<file path="src/rtl/instr_decoder_ws.sv">
`default_nettype none
// +----------------------------------------------------------------------------+
// | Module   : instr_decoder_ws                                                |
// | Brief    : NLP-16AF fetch/decode/execute sequencer with memory wait states,|
// |            wait timeout to a sticky error state, HALT/resume and ext word. |
// | Revision : 1.0 - initial release                                           |
// +----------------------------------------------------------------------------+
module instr_decoder_ws #(
  parameter bit         WAIT_EN = 1'b1,
  parameter int         TO_W    = 8,
  parameter int         TIMEOUT = 255,
  parameter logic [3:0] HALT_OP = 4'b1111
) (
  input  logic        i_clk,
  input  logic        i_rst_n,
  input  logic [15:0] i_ir1,
  input  logic [15:0] i_ir2,
  input  logic        i_mem_ack,
  input  logic        i_resume,
  input  logic [3:0]  i_flag_cond,
  output logic [3:0]  o_state,
  output logic        o_err,
  output logic        o_halted,
  output logic [5:0]  o_alu_op,
  output logic [3:0]  o_s1_addr,
  output logic [3:0]  o_s2_addr,
  output logic [3:0]  o_dest_addr,
  output logic [3:0]  o_addr_reg,
  output logic        o_mem_rd,
  output logic        o_mem_wr,
  output logic        o_reg_w_en,
  output logic        o_flag_w_en
);

  typedef enum logic [3:0] {
    S_IF1   = 4'd0,  S_D1    = 4'd1,  S_IF2   = 4'd2,  S_D2    = 4'd3,
    S_IFX   = 4'd4,  S_DX    = 4'd5,  S_PUSH1 = 4'd6,  S_PUSH2 = 4'd7,
    S_POP1  = 4'd8,  S_POP2  = 4'd9,  S_EXE   = 4'd10, S_EXEA  = 4'd11,
    S_RD    = 4'd12, S_WR    = 4'd13, S_HALT  = 4'd14, S_ERR   = 4'd15
  } state_t;

  // Special register ids on the register-file address buses
  localparam logic [3:0] c_reg_zr   = 4'h0;
  localparam logic [3:0] c_reg_ir1  = 4'h9;
  localparam logic [3:0] c_reg_ir2  = 4'hA;
  localparam logic [3:0] c_reg_ir3  = 4'hB;
  localparam logic [3:0] c_reg_addr = 4'hC;
  localparam logic [3:0] c_reg_mem  = 4'hD;
  localparam logic [3:0] c_reg_sp   = 4'hE;
  localparam logic [3:0] c_reg_ip   = 4'hF;

  localparam logic [5:0] c_alu_mov = 6'h3C;
  localparam logic [5:0] c_alu_inc = 6'h3D;
  localparam logic [5:0] c_alu_dec = 6'h3E;

  localparam logic [TO_W-1:0] c_timeout = TO_W'(TIMEOUT);

  state_t          state_q, state_d, w_nxt;
  logic [TO_W-1:0] wait_q, wait_d;

  logic [3:0] w_op, w_ra1, w_ra2, w_ra3;
  logic [2:0] w_ftype;
  logic       w_finv, w_cond, w_ext;
  logic       w_is_alu, w_is_load, w_is_store, w_is_call, w_is_pop, w_is_push, w_is_halt;
  logic [5:0] w_alu_op;
  logic       w_mem_state, w_wb_state, w_held, w_wb, w_dir_wr;

  assign w_op       = i_ir1[15:12];
  assign w_ra1      = i_ir1[3:0];
  assign w_ra2      = i_ir2[15:12];
  assign w_ra3      = i_ir2[11:8];
  assign w_ftype    = i_ir1[7:5];
  assign w_finv     = i_ir1[4];
  assign w_is_alu   = (w_op[3:2] == 2'b00);
  assign w_is_load  = (w_op == 4'b1000);
  assign w_is_store = (w_op == 4'b1001);
  assign w_is_call  = (w_op == 4'b1011);
  assign w_is_pop   = (w_op == 4'b1100);
  assign w_is_push  = (w_op == 4'b1101);
  assign w_is_halt  = (w_op == HALT_OP);
  assign w_alu_op   = w_is_alu ? i_ir1[13:8] : {2'b00, i_ir1[11:8]};
  assign w_ext      = (w_ra2 == c_reg_ir3) | (w_ra3 == c_reg_ir3);

  // Flag select: 000 NOP, 001 C, 010 S, 011 Z, 100 V; i_flag_cond = {C,S,V,Z}
  always_comb begin
    w_cond = 1'b0;
    case (w_ftype)
      3'b000:  w_cond = w_finv;
      3'b001:  w_cond = i_flag_cond[3] ^ w_finv;
      3'b010:  w_cond = i_flag_cond[2] ^ w_finv;
      3'b011:  w_cond = i_flag_cond[0] ^ w_finv;
      3'b100:  w_cond = i_flag_cond[1] ^ w_finv;
      default: w_cond = 1'b0;
    endcase
  end

  assign w_mem_state = (state_q == S_IF1)   || (state_q == S_IF2)  || (state_q == S_IFX) ||
                       (state_q == S_PUSH2) || (state_q == S_POP1) || (state_q == S_RD)  ||
                       (state_q == S_WR);
  assign w_wb_state  = (state_q == S_EXE)   || (state_q == S_EXEA) || (state_q == S_RD)  ||
                       (state_q == S_WR)    || (state_q == S_PUSH1)|| (state_q == S_PUSH2) ||
                       (state_q == S_POP1)  || (state_q == S_POP2);
  assign w_held      = WAIT_EN && w_mem_state && !i_mem_ack;
  assign w_wb        = w_wb_state ? w_cond : 1'b1;

  always_comb begin
    w_nxt = S_ERR;
    case (state_q)
      S_IF1:   w_nxt = S_D1;
      S_D1:    w_nxt = w_is_halt ? S_HALT : w_is_push ? S_PUSH1 : w_is_pop ? S_POP1 : S_IF2;
      S_IF2:   w_nxt = S_D2;
      S_D2:    w_nxt = w_ext ? S_IFX : w_is_call ? S_PUSH1 :
                       (w_is_load || w_is_store) ? S_EXEA : S_EXE;
      S_IFX:   w_nxt = S_DX;
      S_DX:    w_nxt = w_is_call ? S_PUSH1 : (w_is_load || w_is_store) ? S_EXEA : S_EXE;
      S_PUSH1: w_nxt = S_PUSH2;
      S_PUSH2: w_nxt = w_is_call ? S_EXE : S_IF1;
      S_POP1:  w_nxt = S_POP2;
      S_POP2:  w_nxt = S_IF1;
      S_EXE:   w_nxt = S_IF1;
      S_EXEA:  w_nxt = w_is_load ? S_RD : S_WR;
      S_RD:    w_nxt = S_IF1;
      S_WR:    w_nxt = S_IF1;
      S_HALT:  w_nxt = i_resume ? S_IF1 : S_HALT;
      S_ERR:   w_nxt = S_ERR;
      default: w_nxt = S_ERR;
    endcase
  end

  // A held cycle counts toward the timeout; the count that would reach TIMEOUT diverts to ERR
  always_comb begin
    wait_d  = '0;
    state_d = w_nxt;
    if (w_held) begin
      wait_d  = wait_q + TO_W'(1);
      state_d = state_q;
      if ((TIMEOUT != 0) && (wait_d == c_timeout)) begin
        state_d = S_ERR;
      end
    end
  end

  always_ff @(posedge i_clk or negedge i_rst_n) begin
    if (!i_rst_n) begin
      state_q <= S_IF1;
      wait_q  <= '0;
    end else begin
      state_q <= state_d;
      wait_q  <= wait_d;
    end
  end

  always_comb begin
    o_alu_op    = c_alu_mov;
    o_dest_addr = c_reg_zr;
    o_s1_addr   = c_reg_zr;
    o_s2_addr   = c_reg_zr;
    o_addr_reg  = c_reg_zr;
    case (state_q)
      S_IF1, S_IF2, S_IFX: begin
        o_dest_addr = (state_q == S_IF1) ? c_reg_ir1 : (state_q == S_IF2) ? c_reg_ir2 : c_reg_ir3;
        o_s1_addr   = c_reg_mem;
        o_addr_reg  = c_reg_ip;
      end
      S_D1, S_D2, S_DX: begin
        o_alu_op    = c_alu_inc;
        o_dest_addr = c_reg_ip;
        o_s1_addr   = c_reg_ip;
        o_addr_reg  = c_reg_ip;
      end
      S_PUSH1: begin
        o_alu_op    = c_alu_dec;
        o_dest_addr = c_reg_sp;
        o_s1_addr   = c_reg_sp;
        o_addr_reg  = c_reg_sp;
      end
      S_PUSH2: begin
        o_dest_addr = c_reg_mem;
        o_s1_addr   = w_ra1;
        o_addr_reg  = c_reg_sp;
      end
      S_POP1: begin
        o_dest_addr = w_ra1;
        o_s1_addr   = c_reg_mem;
        o_addr_reg  = c_reg_sp;
      end
      S_POP2: begin
        o_alu_op    = c_alu_inc;
        o_dest_addr = c_reg_sp;
        o_s1_addr   = c_reg_sp;
        o_addr_reg  = c_reg_sp;
      end
      S_EXE, S_EXEA: begin
        o_alu_op    = w_alu_op;
        o_dest_addr = (state_q == S_EXE) ? w_ra1 : c_reg_addr;
        o_s1_addr   = w_ra2;
        o_s2_addr   = w_ra3;
      end
      S_RD: begin
        o_dest_addr = w_ra1;
        o_s1_addr   = c_reg_mem;
        o_addr_reg  = c_reg_addr;
      end
      S_WR: begin
        o_dest_addr = c_reg_mem;
        o_s1_addr   = w_ra1;
        o_addr_reg  = c_reg_addr;
      end
      default: ;
    endcase
  end

  assign w_dir_wr    = (o_dest_addr == c_reg_mem);
  assign o_mem_rd    = !w_dir_wr && ((o_s1_addr == c_reg_mem) || (o_s2_addr == c_reg_mem));
  assign o_reg_w_en  = w_wb && !w_held && (state_q != S_HALT) && (state_q != S_ERR);
  assign o_mem_wr    = o_reg_w_en && w_dir_wr;
  assign o_flag_w_en = w_wb && (state_q == S_EXE);
  assign o_state     = state_q;
  assign o_err       = (state_q == S_ERR);
  assign o_halted    = (state_q == S_HALT);

endmodule
`default_nettype wire

</file>
<file path="config.mk">
export PLATFORM = sky130hd
export DESIGN_NAME = instr_decoder_ws
export DESIGN_NICKNAME = d
export VERILOG_FILES = /design/src/rtl/instr_decoder_ws.sv
export SDC_FILE = /design/constraint.sdc
export NUM_CORES = 1
export LEC_CHECK = 0
export ABC_AREA = 1
export BUFFER_PORTS_ARGS = -buffer_cell sky130_fd_sc_hd__buf_4
export CELL_PAD_IN_SITES_DETAIL_PLACEMENT = 2
export CELL_PAD_IN_SITES_GLOBAL_PLACEMENT = 2
export CORE_MARGIN = 2
export CORE_UTILIZATION = 22
export CTS_CLUSTER_DIAMETER = 50
export CTS_CLUSTER_SIZE = 30
export DETAILED_ROUTE_END_ITERATION = 16
export GPL_TIMING_DRIVEN = 1
export PLACE_DENSITY = 0.88
export SYNTH_ARGS = -nofsm -noshare
export SYNTH_HDL_FRONTEND = slang
export SYNTH_SLANG_ARGS = --single-unit
</file>
<file path="constraint.sdc">
create_clock -name i_clk -period 2.3 [get_ports i_clk]
set_input_delay 0.46 -clock i_clk [delete_from_list [all_inputs] [get_ports i_clk]]
set_output_delay 0.46 -clock i_clk [all_outputs]
set_load 0.005 [all_outputs]
</file>
* Word level (Yosys, flattened, before mapping)
Cells that the tools add are included.
W data, S select, Z words.
** Word-level totals
- Bits in registers :: 12
- Input port bits :: 40
- Output and inout bits :: 32
- Logic and storage cells :: 106
** Cells by class
- Add/sub/neg operators :: 1
- Eq/ne operators :: 34
- Mux-type cells :: 24
- Bitwise logic cells :: 5
- Reductions and logical operators :: 40
** Operator list (count)
- $eq A4 B4 Y1 const B :: 19
- $pmux W4 S13 :: 1
- $mux W4 :: 11
- $pmux W4 S6 :: 1
- $pmux W4 S5 :: 1
- $pmux W6 S3 :: 1
- $eq A4 B3 Y1 const B :: 4
- $logic_or A1 B1 Y1 :: 15
- $pmux W4 S3 :: 1
- $reduce_or A4 Y1 :: 3
- $reduce_or A2 Y1 :: 5
- $add A8 B1 Y8 const B :: 1
- $eq A4 B2 Y1 const B :: 2
- $eq A8 B8 Y1 const B :: 1
- $mux W8 :: 1
- $ne A4 B4 Y1 const B :: 2
- $logic_and A1 B1 Y1 :: 7
- $eq A3 B2 Y1 const B :: 2
- $mux W6 :: 1
- $reduce_or A3 Y1 :: 2
- $reduce_or A6 Y1 :: 1
- $pmux W1 S5 :: 1
- $reduce_or A5 Y1 :: 1
- $eq A4 B1 Y1 const B :: 1
- other kinds (11) :: 19

* Longest topological paths before layout
Gate-level depths: netlist of run 1.
- Depth in word-level cells :: 13
- Mapped depth :: 12
- Gate-level depth less buffers :: 11

* Worst setup path after synthesis of run 1
OpenSTA, ideal clock, no wires.
- Path kind :: register -> output
- Start point :: register state_q[0] (netlist: o_state[0])
- End point :: output port o_mem_wr
- Arrival :: 1425 ps
- Data required time :: 1840 ps
- Setup slack :: 415 ps
- Stages on the path, launching flop included :: 9
- Buffers on the path :: 1
- Cells stage by stage :: dfrtp_1 buf_2 nor2_1 inv_1 o21ai_0 a21oi_1 o21ai_1 nand3_1 nor2_1
** On the way
- Longest elaborated chain between the ends :: 13
- Elaborated cells on any way between the ends :: 47
- Those cells by class :: eq/ne: 16; mux: 5; reduce/logical: 26
** RTL lines
- start: declaration :: line 58 : state_t state_q, state_d, w_nxt;
- start signal: assignment :: line 148 : state_q <= state_d;
- $eq A4 B4 Y1, or another cell as far along :: line 100, 159, 195
- $logic_or A1 B1 Y1, on equally long branches (3 in series) :: line 100, 97
- $logic_or A1 B1 Y1, on equally long branches (3 in series) :: line 101, 98
- $logic_or A1 B1 Y1 / $logic_and A1 B1 Y1 (equally long branches) :: line 102, 103
- $mux W1 / $logic_not A1 Y1 (equally long branches) :: line 104, 215
- $logic_and A1 B1 Y1 (3 in series) :: line 215 : assign o_reg_w_en = w_wb && !w_held && (state_q != S_HALT) && (state_q != S_ERR);
- $logic_and A1 B1 Y1 (*) :: line 216 : assign o_mem_wr = o_reg_w_en && w_dir_wr;
- end: declaration :: line 30 : output logic o_mem_wr,
Mark *: on every way between the ends. The rest lies on a longest branch, timed or not.

* Final worst setup path of run 1
- Start point :: register state_q[3] (netlist: o_state[3])
- End point :: output port o_mem_rd
** On the way
- Longest elaborated chain between the ends :: 7
- Elaborated cells on any way between the ends :: 33
- Those cells by class :: eq/ne: 16; mux: 6; reduce/logical: 11
** RTL lines
- $eq A4 B2 Y1 :: line 159, 161
- $mux W1 :: line 161 : o_dest_addr = (state_q == S_IF1) ? c_reg_ir1 : (state_q == S_IF2) ? c_reg_ir2 : c_reg_ir3;
- $mux W2 :: line 161
- $pmux W4 S6 :: line 159 : case (state_q)
- $eq A4 B4 Y1 :: line 213 : assign w_dir_wr = (o_dest_addr == c_reg_mem);
- $logic_not A1 Y1 :: line 214 : assign o_mem_rd = !w_dir_wr && ((o_s1_addr == c_reg_mem) || (o_s2_addr == c_reg_mem));
- $logic_and A1 B1 Y1 (*) :: line 214
- end: declaration :: line 29 : output logic o_mem_rd,
Marked as above.

==> reports/qor.txt, run 1 <==
========================================================================================================
Largest stage delay on the critical path ..................................................      0.38 ns
Highest fanout seen on the critical path ..................................................            8
Violations in the final reports ........................................................... setup timing
Final worst path period need ..............................................................      2.46 ns
Classification of the worst setup path ....................................................   reg -> out
Length of routed wiring on met1 ...........................................................      3.18 mm
Drt initial violations ....................................................................           45
R2R Setup Slk .............................................................................      0.44 ns
Total number of cells along the worst setup path ..........................................           11
Min setup slack post-route ................................................................    -0.161 ns
Worst hold slack after final layout .......................................................    0.0345 ns
Commonest non-fill, non-tap cell in the layout ............................................        buf_4
Number of placement rows ..................................................................           30
Number of global-route vias before repair .................................................         2369
Cell leakage power ........................................................................      1.35 nW
Status .................................................................................... finished, violations left
Endpoint of the worst-slack reg-to-reg timing path ........................................   o_state[2]
Crit start category .......................................................................         flop
Uppermost signal routing layer after detailed routing .....................................         met4
ANT cells .................................................................................            0
Clock sink total ..........................................................................           12
Most used flip-flop cell after synthesis ..................................................      dfrtp_1
Post-CTS clock slew at the launch and capture registers of the worst setup and hold paths .      0.06 ns
Area post-placement .......................................................................   2170 sq um
Unrepaired setup endpoints after global routing ...........................................         true
Final cell count without fillers ..........................................................          452
Total of max-cap violations ...............................................................            0
Post-Synthesis Net Count ..................................................................          310
Skew-Pair Late Insertion Delay ............................................................      0.26 ns
Post-layout instance area .................................................................   2530 sq um
R2R depth .................................................................................            8
Ys async rst share ........................................................................         1.00
Post-synthesis register bit count .........................................................           12
Synthesized instance count ................................................................          268
Final-layout fill cell count ..............................................................          863
Die ar. ...................................................................................   7780 sq um
Count of flip-flops with a built-in enable after synthesis ................................            0
Number of hold-slack violations in the final timing report ................................            0
Maximum achievable frequency ..............................................................      406 MHz
Slowest stage cell on the critical path ...................................................      dfrtp_1
Cell repeated most along the worst path ...................................................      nand2_2
First-pass iteration count of the detailed router .........................................            4
Final max-slew violation count ............................................................            0
Yosys cell types ..........................................................................           33
Transition time at the pin with the least slew margin .....................................     0.466 ns
Number of placed instances, taps included .................................................          430
Worst hold path type ......................................................................  in -> async
Starting utilization of the core area .....................................................        0.228
Wire length per cell ...................................................................... 17.3 microns
Number of DRC violations after detailed routing ...........................................            0
Power, Total ..............................................................................       541 uW
Wire length on met3 .......................................................................  337 microns
Delay-heaviest family, CP ................................................................. simple AND/OR/NAND/NOR gates
Worst endpoint data arrival time ..........................................................      2.00 ns
Share of final-layout standard cells stronger than drive strength 1 .......................        0.438
Yosys warning total .......................................................................            0
Netlist Area Pre-Place ....................................................................   1560 sq um
Vias after detailed routing ...............................................................         2096
Final weighted congestion in routability-driven placement .................................        0.779
Buffer and inverter count on the worst path ...............................................            3
Worst clock skew on the final layout ......................................................   0.00252 ns
Global routing usage summed across all routing layers .....................................        0.193
Part of the Yosys area used for sequential elements .......................................        0.192
Setup violators final .....................................................................            4
Post-route ant nets .......................................................................            0
Detailed-placement wirelength estimate ....................................................      5.33 mm
Number of H-tree levels ...................................................................            1
Root buf cell .............................................................................     clkbuf_8
Area Growth Syn to Fin ....................................................................        62.2%
Die outline width ......................................................................... 88.2 microns
CORE AREA .................................................................................   6830 sq um
Ports .....................................................................................           72
CP cell instances ......................................................................... buf_6 -> inv_2 -> nor2_4 -> nand2_2 -> nand2_2 -> nand2_1 -> nand4_1 -> nand2_2 -> nor2_4 -> nor2_2 -> buf_4
Slew headroom .............................................................................        0.687
Average instance area after synthesis .....................................................   5.82 sq um
Wire length of the first global-routing pass ..............................................      11.7 mm
Final period util .........................................................................         1.07
Number of buffers added on ports ..........................................................           63
Power density over the cells ..............................................................  214 nW/um^2
Worst slack, placed .......................................................................   -0.0266 ns
Gr ovfl total .............................................................................            0
CTS tree ..................................................................................          yes
Routed via count divided by cell count ....................................................         4.64
Data required, critical path ..............................................................      1.84 ns
Endpoint kind of the worst setup timing path ..............................................  output port
Die Y ..................................................................................... 88.2 microns
WL final ..................................................................................      7.83 mm
Number of antenna violations at the first check in global routing .........................            0
Number of nets at the end of the flow .....................................................          399
Maximum root-to-sink buffer count .........................................................            2
Launching point of the worst reg2reg path .................................................    wait_q[0]
Highest-count cells in the layout ignoring fill and taps .................................. buf_4 (86), nand2_1 (68), inv_1 (33), nor2_1 (33), nand3_1 (20)
Number of buffers created by CTS ..........................................................            3
Peak VDD IR ...............................................................................   0.000115 V
Largest net degree at the start of global routing .........................................           13
Length of routed met2 wiring ..............................................................      4.15 mm
========================================================================================================
==> timing repair <==
item | 4_1_cts | 5_1_grt
buffers inserted | 13 | 5
endpoints found under the setup margin | 9 | 5
hold buffers | 0 | 0
gates resized for setup | 34 | 14
pin swaps | 14 | 12
==> layout make-up <==
class | count | area (sq um) | area share
flip-flops and latches | 12 | 304 | 0.120
clock buffers | 4 | 55.1 | 0.0217
repair buffers | 89 | 688 | 0.272
multi-input cells | 207 | 1190 | 0.470
inverters | 44 | 175 | 0.0692
well taps | 96 | 120 | 0.0475
==> report_power, final <==
group          internal [mW]  switching [mW]
clock                  0.152          0.0929
sequential             0.211               0
combinational         0.0434          0.0409
total                  0.407           0.134
==> kinds of logic (layout without fill, tap and decap cells) <==
group | Yosys count | count (layout) | synth area share
AOI/OAI and AO/OA | 18 | 18 | 0.0738
xor gates and xnor gates | 3 | 3 | 0.0168
adders and majority gates | 2 | 2 | 0.0160
buffers and inverters | 49 | 137 | 0.133
DFF | 12 | 12 | 0.192
and+or+nand+nor | 184 | 184 | 0.568
==> worst max path at each step <==
stage / from / to / slack, ns
after floorplan: o_state[0] / o_mem_wr / 0.42
after global placement: o_state[1] / o_mem_rd / 0.1
after detailed placement: o_state[0] / o_reg_w_en / -0.03
after CTS: o_state[1] / o_mem_rd / -0.02
after global routing: o_state[1] / o_mem_wr / -0.27
final: o_state[3] / o_mem_rd / -0.16
==> routing by layer <==
metal,vias to the layer above,global-route usage
li1,1010,-
met3,13,0.0280
met4,0,0.0468
met2,59,0.373
met5,-,0
met1,1014,0.220
==> registers in the layout, indices dropped and copies added (netlist names) <==
register,flops
o_state,4
wait_q,8
==> per-stage QoR <==
| step | setup TNS, ns | util |
|---|---|---|
| 3_5_place_dp | -0.0480 | 0.318 |
| 5_1_grt | -0.751 | 0.371 |
| 6_report | -0.454 | 0.371 |
| 2_1_floorplan | 0 | - |
| 3_3_place_gp | 0 | 0.318 |
| 4_1_cts | -0.0536 | 0.360 |
==> Yosys cell counts, types with 3 or more instances <==
cell | number | area, sq um
nand2_1 | 80 | 300
inv_1 | 38 | 143
nor2_1 | 38 | 143
nand3_1 | 20 | 100
dfrtp_1 | 12 | 300
nand4_1 | 11 | 68.8
nand2_2 | 9 | 56.3
nor2_2 | 7 | 43.8
o21ai_0 | 7 | 35.0
inv_2 | 6 | 22.5
a21oi_1 | 4 | 20.0
nand2_4 | 4 | 45.0
or2_2 | 3 | 18.8
No activity file was read; power rests on OpenSTA's default activity.
==> run 2, diff against run 1 <==
Settings changed: BUFFER_PORTS_ARGS -buffer_cell sky130_fd_sc_hd__buf_4 to not set, CORE_UTILIZATION 22 to 27, DONT_BUFFER_PORTS set to 1, PLACE_DENSITY 0.88 to 0.84.
Clock period 2.3 ns to 2 ns, I/O delays scaled along.
==> reports/qor.txt, run 2 (same netlist as run 1, synthesis figures left out) <==
========================================================================================================
Most flops, register ......................................................................       wait_q
Number of antenna violations at the first check in global routing .........................            0   unchanged
Final weighted congestion in routability-driven placement .................................        0.810   +4.0%
Number of hold-slack violations in the final timing report ................................            0   unchanged
Number of DRC violations after detailed routing ...........................................            0   unchanged
Maximum achievable frequency ..............................................................      427 MHz
Root buf cell .............................................................................     clkbuf_8
Highest fanout seen on the critical path ..................................................            7   -1
Final max-slew violation count ............................................................            0   unchanged
Number of buffers created by CTS ..........................................................            3   unchanged
Worst clock skew on the final layout ......................................................  0.000885 ns   -0.00163 ns
Die outline width ......................................................................... 80.0 microns   -9.3%
Data required, critical path ..............................................................      1.60 ns   -0.24 ns
Transition time at the pin with the least slew margin .....................................     0.597 ns   +0.131 ns
First-pass iteration count of the detailed router .........................................            4   unchanged
WL final ..................................................................................      9.64 mm   +23%
Violations in the final reports ........................................................... setup timing
Number of nets at the end of the flow .....................................................          367   -8.0%
Min setup slack post-route ................................................................    -0.345 ns   -0.184 ns
Number of flip-flops in the largest register ..............................................            8   unchanged
Global routing usage summed across all routing layers .....................................        0.259   +0.0663
Unrepaired setup endpoints after global routing ...........................................         true
Clock sink total ..........................................................................           12   unchanged
Total of max-cap violations ...............................................................            0   unchanged
Crit start category .......................................................................         flop
Ports .....................................................................................           72   unchanged
Largest net degree at the start of global routing .........................................           13   unchanged
Post-CTS clock slew at the launch and capture registers of the worst setup and hold paths .      0.06 ns   about the same
Number of placed instances, taps included .................................................          361   -16%
Setup violators final .....................................................................           13   +9
Die Y ..................................................................................... 80.0 microns   -9.3%
Number of placement rows ..................................................................           27   -10%
CORE AREA .................................................................................   5540 sq um   -19%
Power, Total ..............................................................................       571 uW   +5.6%
Highest-count cells in the layout ignoring fill and taps .................................. nand2_1 (58), buf_4 (38), inv_1 (32)
Detailed-placement wirelength estimate ....................................................      4.97 mm   -6.8%
Cell leakage power ........................................................................      1.27 nW   -6.2%
Area Growth Syn to Fin ....................................................................        58.0%
Post-route ant nets .......................................................................            0   unchanged
Skew-Pair Late Insertion Delay ............................................................      0.26 ns   about the same
Status .................................................................................... finished, violations left
Vias after detailed routing ...............................................................         2137   +2.0%
Die ar. ...................................................................................   6400 sq um   -18%
Drt initial violations ....................................................................           85   +89%
Number of H-tree levels ...................................................................            1   unchanged
ANT cells .................................................................................            0   unchanged
Gr ovfl total .............................................................................            0   unchanged
Classification of the worst setup path ....................................................   reg -> out
Peak VDD IR ...............................................................................   0.000194 V   +68%
Wire length of the first global-routing pass ..............................................      12.4 mm   +5.9%
Wire length per cell ...................................................................... 24.3 microns   +41%
Share of the core filled with cells in the final layout ...................................        0.445   +0.0744
Maximum root-to-sink buffer count .........................................................            2   unchanged
Number of buffers added on ports ..........................................................            0   -100%
Worst endpoint data arrival time ..........................................................      1.94 ns   -0.06 ns
Final cell count without fillers ..........................................................          396   -12%
Number of global-route vias before repair .................................................         2300   -2.9%
Worst hold path type ......................................................................    in -> reg
Worst slack, placed .......................................................................   -0.0927 ns   -0.0662 ns
Share of final-layout standard cells stronger than drive strength 1 .......................        0.460   +0.0217
Slew headroom .............................................................................        0.601   -0.0864
Commonest non-fill, non-tap cell in the layout ............................................      nand2_1
Final period util .........................................................................         1.17
Starting utilization of the core area .....................................................        0.282   +0.0532
Final worst path period need ..............................................................      2.34 ns
Power density over the cells ..............................................................  232 nW/um^2   +8.4%
Endpoint kind of the worst setup timing path ..............................................  output port
Routed via count divided by cell count ....................................................         5.40   +16%
CTS tree ..................................................................................          yes
========================================================================================================
run 2: cell types whose count changed in the layout (fill, tap and decap cells not counted), sizes merged:
cell / previous run / this run
dlygate4sd3: 0 / 1
buf: 89 / 56
run 2: area by class of cell:
| type | count | area [sq um] |
|---|---|---|
| Fill cell | 665 | 3080 |
| Timing Repair Buffer | 57 | 524 |
| Sequential cell | 12 | 307 |
| Clock buffer | 4 | 55.1 |
| Tap cell | 72 | 90.1 |
| Multi-Input combinational cell | 207 | 1320 |
| Inverter | 44 | 170 |
run 2: what timing repair did:
action | in CTS | in global routing
gates resized for setup | 44 | 55
setup buffers | 14 | 18
hold buffers | 1 | 0
pin swaps | 18 | 20
endpoints found under the hold margin | 12 | 0
endpoints found under the setup margin | 22 | 20
run 2: critical path: stages, from the launching register on:
cell,delay [ns]
dfrtp_2,0.47
buf_4,0.16
nand2_2,0.09
inv_2,0.06
nand2_4,0.08
nand2_8,0.08
buf_4,0.15
o21bai_4,0.18
inv_2,0.08
nor2_4,0.11
nand2_2,0.09
nor2_2,0.14
run 2: final timing paths:
path / from / to / cells past startpoint / slack (ns)
max in group asynchronous: i_rst_n / o_state[0] / 1 / 0.99
min in group asynchronous: i_rst_n / wait_q[5] / 1 / 0.59
worst min-delay path: i_ir1[13] / o_state[0] / 5 / 0.49
worst max register to register: o_state[0] / o_state[3] / 11 / -0.09
worst max-delay path: o_state[0] / o_mem_wr / 11 / -0.34
worst min register to register: wait_q[1] / wait_q[1] / 2 / 0.62
run 2: layer usage:
layer | share of wire | GRT usage | vias to the layer above
met5 | 0 | 0 | -
li1 | - | - | 950
met4 | 0.049 | 0.122 | 0
met3 | 0.039 | 0.0305 | 28
met1 | 0.36 | 0.277 | 1060
met2 | 0.55 | 0.497 | 99
run 2: stage by stage:
| stage | setup TNS [ns] | instance area (sq um) | hold WS [ns] |
|---|---|---|---|
| after floorplan | 0 | 1560 | 0.104 |
| after global placement | 0 | 1800 | 0.105 |
| after detailed placement | -0.221 | 1800 | 0.105 |
| after CTS | -0.555 | 2130 | 0.485 |
| after global routing | -2.97 | 2460 | 0.517 |
| final | -2.28 | 2460 | 0.486 |
run 2: power by group:
part | internal (mW) | switching [mW] | total, mW
sequential | 0.243 | 0 | 0.243
clock | 0.175 | 0.113 | 0.288
combinational | 0.0133 | 0.0266 | 0.0399
total | 0.431 | 0.140 | 0.571
